===== src/rtl/dmx8_32bits_regs_pkg.sv =====
// Purpose: shared sizes and helpers for the 8-entry holding-register bank and its read mux.
// Latency: n/a (declarations only).
// Backpressure: n/a (declarations only).
package dmx8_32bits_regs_pkg;

  // Bank geometry, shared with the 8:1 read-mux side of the operand path.
  localparam int NREG   = 8;
  localparam int REG_AW = 3;
  localparam int WORD_W = 32;

  // Where the write destination comes from on a given cycle.
  typedef enum logic {
    SRC_ADDR = 1'b0,  // explicit waddr
    SRC_PTR  = 1'b1   // burst pointer
  } wr_src_e;

  // Destination index for a write, given the current source selection.
  function automatic logic [REG_AW-1:0] pick_dest(
    input wr_src_e           src,
    input logic [REG_AW-1:0] ptr,
    input logic [REG_AW-1:0] addr
  );
    return (src == SRC_PTR) ? ptr : addr;
  endfunction

  // Burst pointer advance; relies on natural 3-bit wrap (7 -> 0).
  function automatic logic [REG_AW-1:0] ptr_inc(input logic [REG_AW-1:0] ptr);
    return ptr + 1'b1;
  endfunction

endpackage


===== src/rtl/dmx8_32bits_regs_dec.sv =====
// Purpose: 3-bit select plus enable to 8-bit one-hot write-enable decoder.
// Latency: combinational, zero cycles.
// Backpressure: none; all-zero output when enable is low.
module dec3to8_en
  import dmx8_32bits_regs_pkg::*;
(
  input  logic [REG_AW-1:0] sel,
  input  logic              en,
  output logic [NREG-1:0]   onehot
);

  // Exactly one bit set when enabled, none otherwise.
  always_comb begin
    onehot = '0;
    if (en) begin
      onehot[sel] = 1'b1;
    end
  end

endmodule


===== src/rtl/dmx8_32bits_regs.sv =====
// Purpose: 1-to-8 write demux into eight holding registers with valid tracking and burst pointer.
// Latency: written word and its valid flag appear one cycle after the sampling edge.
// Backpressure: none; every write is accepted, including when full (overwrite), clr discards writes.
module dmx8_32bits_regs
  import dmx8_32bits_regs_pkg::*;
#(
  parameter int WIDTH = WORD_W
) (
  input  logic              clk,
  input  logic              reset_n,
  input  logic              we,
  input  logic              auto,
  input  logic [REG_AW-1:0] waddr,
  input  logic [WIDTH-1:0]  wdata,
  input  logic              clr,
  output logic [WIDTH-1:0]  q0,
  output logic [WIDTH-1:0]  q1,
  output logic [WIDTH-1:0]  q2,
  output logic [WIDTH-1:0]  q3,
  output logic [WIDTH-1:0]  q4,
  output logic [WIDTH-1:0]  q5,
  output logic [WIDTH-1:0]  q6,
  output logic [WIDTH-1:0]  q7,
  output logic [NREG-1:0]   valid,
  output logic [REG_AW-1:0] wptr,
  output logic              full
);

  wr_src_e           src;
  logic [REG_AW-1:0] dest;
  logic              wr_en;
  logic [NREG-1:0]   wr_onehot;
  logic [NREG-1:0]   valid_nxt;
  logic [WIDTH-1:0]  regs [NREG];

  // clr wins over we: a colliding write neither stores data nor moves the pointer.
  assign src   = auto ? SRC_PTR : SRC_ADDR;
  assign dest  = pick_dest(src, wptr, waddr);
  assign wr_en = we & ~clr;

  dec3to8_en u_dec (
    .sel    (dest),
    .en     (wr_en),
    .onehot (wr_onehot)
  );

  // Valid flags accumulate per written register; rewrites leave them set.
  assign valid_nxt = clr ? '0 : (valid | wr_onehot);

  // Holding registers: only the decoded destination loads, clr leaves data intact.
  always_ff @(posedge clk or negedge reset_n) begin
    if (!reset_n) begin
      for (int i = 0; i < NREG; i++) begin
        regs[i] <= '0;
      end
    end else begin
      for (int i = 0; i < NREG; i++) begin
        if (wr_onehot[i]) begin
          regs[i] <= wdata;
        end
      end
    end
  end

  // Valid flags and full flag; full is a flop so it carries no combinational path to the outputs.
  always_ff @(posedge clk or negedge reset_n) begin
    if (!reset_n) begin
      valid <= '0;
      full  <= 1'b0;
    end else begin
      valid <= valid_nxt;
      full  <= &valid_nxt;
    end
  end

  // Burst pointer: advances only on accepted auto-mode writes, cleared by clr.
  always_ff @(posedge clk or negedge reset_n) begin
    if (!reset_n) begin
      wptr <= '0;
    end else if (clr) begin
      wptr <= '0;
    end else if (wr_en && (src == SRC_PTR)) begin
      wptr <= ptr_inc(wptr);
    end
  end

  assign q0 = regs[0];
  assign q1 = regs[1];
  assign q2 = regs[2];
  assign q3 = regs[3];
  assign q4 = regs[4];
  assign q5 = regs[5];
  assign q6 = regs[6];
  assign q7 = regs[7];

endmodule


===== config.mk =====
export PLATFORM = sky130hd
export DESIGN_NAME = dmx8_32bits_regs
export DESIGN_NICKNAME = d
export VERILOG_FILES = /design/src/rtl/dmx8_32bits_regs_pkg.sv /design/src/rtl/dmx8_32bits_regs_dec.sv /design/src/rtl/dmx8_32bits_regs.sv
export SDC_FILE = /design/constraint.sdc
export NUM_CORES = 1
export LEC_CHECK = 0
export ABC_AREA = 1
export ABC_CLOCK_PERIOD_IN_PS = 2000
export CAP_MARGIN = 10
export CORE_MARGIN = 5
export CORE_UTILIZATION = 47
export CTS_CLUSTER_DIAMETER = 50
export DETAILED_ROUTE_END_ITERATION = 8
export HOLD_SLACK_MARGIN = 0.05
export PLACE_DENSITY = 0.89
export SYNTH_ARGS = -nofsm -noshare
export SYNTH_HDL_FRONTEND = slang
export SYNTH_SLANG_ARGS = --single-unit

===== constraint.sdc =====
create_clock -name clk -period 2 [get_ports clk]
set_clock_uncertainty 0.15 [all_clocks]
set_input_delay 0.6 -clock clk [delete_from_list [all_inputs] [get_ports clk]]
set_output_delay 0.6 -clock clk [all_outputs]
set_load 0.05 [all_outputs]

==> flow_metrics.env <==
export IMPL_postSynthCellCount=956
export IMPL_yosysWarnings=0
export IMPL_n_antenna_cell=0
export IMPL_switching_share_pct=40.2
export IMPL_drtAntennaViolNets=0
export IMPL_ir_drop_uv=1070
export IMPL_drt_pass1_iter_count=6
export IMPL_drtIter0Drc=562
export IMPL_pin_count=308
export IMPL_reg2reg_depth=9
export IMPL_groute_usage_overall_pct=27.4
export IMPL_setup_violations=0
export IMPL_min_path_type="register to register"
export IMPL_pwr_share_clk_pct=24.1
export IMPL_synthTopCellsByArea="dfrtp_1 (65%), nand2_1 (10%), o21ai_0 (6.7%)"
export IMPL_place_hpwl_um=24200
export IMPL_routed_via_density=5.39
export IMPL_fillers=1194
export IMPL_power_switching_mw=9.75
export IMPL_cts_num_sinks=268
export IMPL_io_buffers=307
export IMPL_layoutNonFillerInstCount=1588
export IMPL_die_h_um=158
export IMPL_start_util_pct=47.4
export IMPL_path_max_fanout=40
export IMPL_cts_root_buffer="clkbuf_16"
export IMPL_vias=8564
export IMPL_yosysTopAreaCell="dfrtp_1"
export IMPL_period_share_pct=97.2
export IMPL_synth_top_family_by_area="compound AO/OA/AOI/OAI gates"
export IMPL_cpMaxStageDelayCell="clkdlybuf4s50_1"
export IMPL_wl_per_cell_um=21.5
export IMPL_hold_path_endpoint="q5[8]$_DFFE_PN0P_"
export IMPL_r2r_start="wptr[2]$_DFFE_PN0P_"
export IMPL_post_cts_buffers=0
export IMPL_clock_latency_ps=520
export IMPL_place_area_um2=15400
export IMPL_cpMostUsedCell="nand2_2"
export IMPL_synth_distinct_cells=21
export IMPL_fmax_ghz=0.515
export IMPL_yosys_area_share_xor_xnor_pct=0.0852
export IMPL_path_class="primary input to register"
export IMPL_r2r_setup_slack_ps=240
export IMPL_tritoncts="built"
export IMPL_hp_start="q5[8]$_DFFE_PN0P_"
export IMPL_finalHoldViolations=0
export IMPL_grt_pass1_vias=9155
export IMPL_fin_area_um2=16400
export IMPL_postSynthNetCount=997
export IMPL_syn_cell_area_um2=10300
export IMPL_intPower_mw=14.5
export IMPL_synthAdderAreaFrac_pct=0.122
export IMPL_placedCellCount=1535
export IMPL_fin_nets=1327
export IMPL_die_w_um=158
export IMPL_crit_arrival_ps=2200
export IMPL_rows=54
export IMPL_drt_wl_total_um=34200
export IMPL_syn_avg_cell_area_um2=10.8
export IMPL_hold_depth=2
export IMPL_drive_above_1_share_pct=36.3
export IMPL_synth_compound_area_share_pct=15.2
export IMPL_cellLeakagePower_nw=7.94
export IMPL_antenna_found_initial=0
export IMPL_numCtsBuffers=28
export IMPL_clk_pin_slew_worst_paths_ps=70
export IMPL_seq_area_frac_synth_pct=65.2
export IMPL_slew_limit_headroom_pct=67.5
export IMPL_combPwrFrac_pct=43.3
export IMPL_post_route_min_period_ps=1940
export IMPL_cts_htree_levels=1
export IMPL_synth_simple_area_share_pct=12.7
export IMPL_crit_chain="clkdlybuf4s50_1 -> buf_4 -> inv_6 -> nand2_2 -> nand2_2 -> nand2_2 -> nor2_2 -> inv_2 -> buf_12 -> nand2_1 -> o21ai_2"
export IMPL_die_area_um2=24900
export IMPL_grt_start_max_net_pins=65
export IMPL_end_kind="register"
export IMPL_grt_ovfl_total=0
export IMPL_drc=0
export IMPL_worst_setup_path_start_kind="primary input"
export IMPL_synth_seq_cells=268
export IMPL_required_ps=2260
export IMPL_muxShareOfSynthArea_pct=0
export IMPL_cpPeakStageDelay_ps=400
export IMPL_gp_routability_congestion=0.833
export IMPL_area_growth_pct=60.0
export IMPL_r2r_end="q1[19]$_DFFE_PN0P_"
export IMPL_synth_top_area_share_pct=65.2
export IMPL_cellPowerDensity_nw_per_um2=1470
export IMPL_coreArea_um2=21700
export IMPL_slew_violations=0
export IMPL_tightest_slew_ps=487
export IMPL_status="finished clean"
export IMPL_clockBufferDepth=3
export IMPL_max_cap_viol_count=0
export IMPL_grt_pass1_wl_um=53000
export IMPL_power_frac_seq_pct=32.6
[per-stage QoR]
| stage | TNS [ps] | power, mW | worst slack (ps) | utilization (%) | hold slack [ps] |
|---|---|---|---|---|---|
| 5_1_grt | -14.5 | 25.1 | -14.5 | 75.8 | 366 |
| 4_1_cts | 0 | 24.4 | 65.9 | 75.8 | 334 |
| 3_3_place_gp | -81020 | 18.1 | -444 | 70.8 | 317 |
| 2_1_floorplan | 0 | 12.9 | 216 | - | 154 |
| 3_5_place_dp | -95970 | 18.4 | -583 | 70.8 | 319 |
| 6_report | 0 | 24.2 | 56.8 | 75.8 | 338 |
[critical path, delay by kind of cell]
| kind | cells | cell delay [ps] |
|---|---|---|
| and+or+nand+nor | 5 | 550 |
| AOI/OAI and AO/OA | 1 | 70 |
| buffers and inverters | 5 | 930 |
[power groups by stage]
stage	Combinational, mW	Sequential (mW)	Clock [mW]
after floorplan	1.21	11.7	0
after global placement	10.2	7.84	0
after detailed placement	10.5	7.94	0
after CTS	10.6	7.89	5.91
after global routing	10.9	8.03	6.16
final	10.5	7.90	5.85
[state kept, by name, indices dropped and copies added (netlist names)]
signal and cells:
q4 32, q2 32, q0 32, full 1, q6 32, wptr 3, q5 32, q7 32
valid 8, q1 32, q3 32
[kinds of logic after synthesis]
kind of cell / Yosys count
simple gates: 320
flops: 268
compound gates: 259
buf+inv: 107
xor+xnor: 1
fa+ha+maj: 1
[layer usage]
layer	track usage [%]	part of all wire, %	vias up
li1	-	-	3750
met1	32.4	35	4226
met2	45.9	50	460
met3	8.42	9.8	128
met4	13.0	5.4	0
met5	0	0	-
[what timing repair did]
action,in CTS,in global routing
endpoints found under the setup margin,4,6
hold buffers,1,0
resized for setup,1,3
endpoints found under the hold margin,27,0
[layout make-up]
type | count | area [µm²] | area share, %
Clock buffer | 34 | 795 | 4.83
Clock inverter | 18 | 272 | 1.65
Sequential cell | 268 | 6710 | 40.8
Timing Repair Buffer | 353 | 5210 | 31.7
Tap cell | 280 | 350 | 2.13
Multi-Input combinational cell | 581 | 2900 | 17.6
Inverter | 54 | 215 | 1.31
[synth_stat cells (all sizes together)]
master  number
nand2      297
ha           1
clkbuf       4
inv         54
o22ai        2
nand3        1
xnor2        1
buf         49
dfrtp      268
o21ai      257
nor2        22
[how the worst max path moves through the flow]
| stage | startpoint | end | slack [ps] | cells past startpoint |
|---|---|---|---|---|
| floorplan | wptr[0]$_DFFE_PN0P_ | q3[11]$_DFFE_PN0P_ | 220 | 9 |
| global placement | auto | q2[18]$_DFFE_PN0P_ | -440 | 9 |
| detailed placement | auto | q2[14]$_DFFE_PN0P_ | -580 | 9 |
| CTS | wptr[2]$_DFFE_PN0P_ | wptr[2] | 70 | 1 |
| global route | auto | q1[19]$_DFFE_PN0P_ | -10 | 11 |
| finish | auto | q5[26]$_DFFE_PN0P_ | 60 | 11 |
[layout by cell type, fill, tap and decap left out]
cell type,count
nand2_1,275
dfrtp_1,268
buf_12,196
o21ai_0,136
buf_4,117
o21ai_2,70
o21ai_1,51
inv_1,46
clkdlybuf4s50_1,38
clkbuf_16,29
nand2_2,17
nor2_1,13
nor2_2,7
inv_2,6
bufinv_16,6
nand2_4,5
clkbuf_8,5
clkinvlp_4,5
clkinv_2,4
nor2_4,2
o22ai_1,2
clkinv_4,2
inv_6,1
inv_8,1
nand3_1,1
xnor2_1,1
ha_1,1
clkinv_8,1
dlygate4sd3_1,1
buf_8,1
No activity file was read; power rests on OpenSTA's default activity.
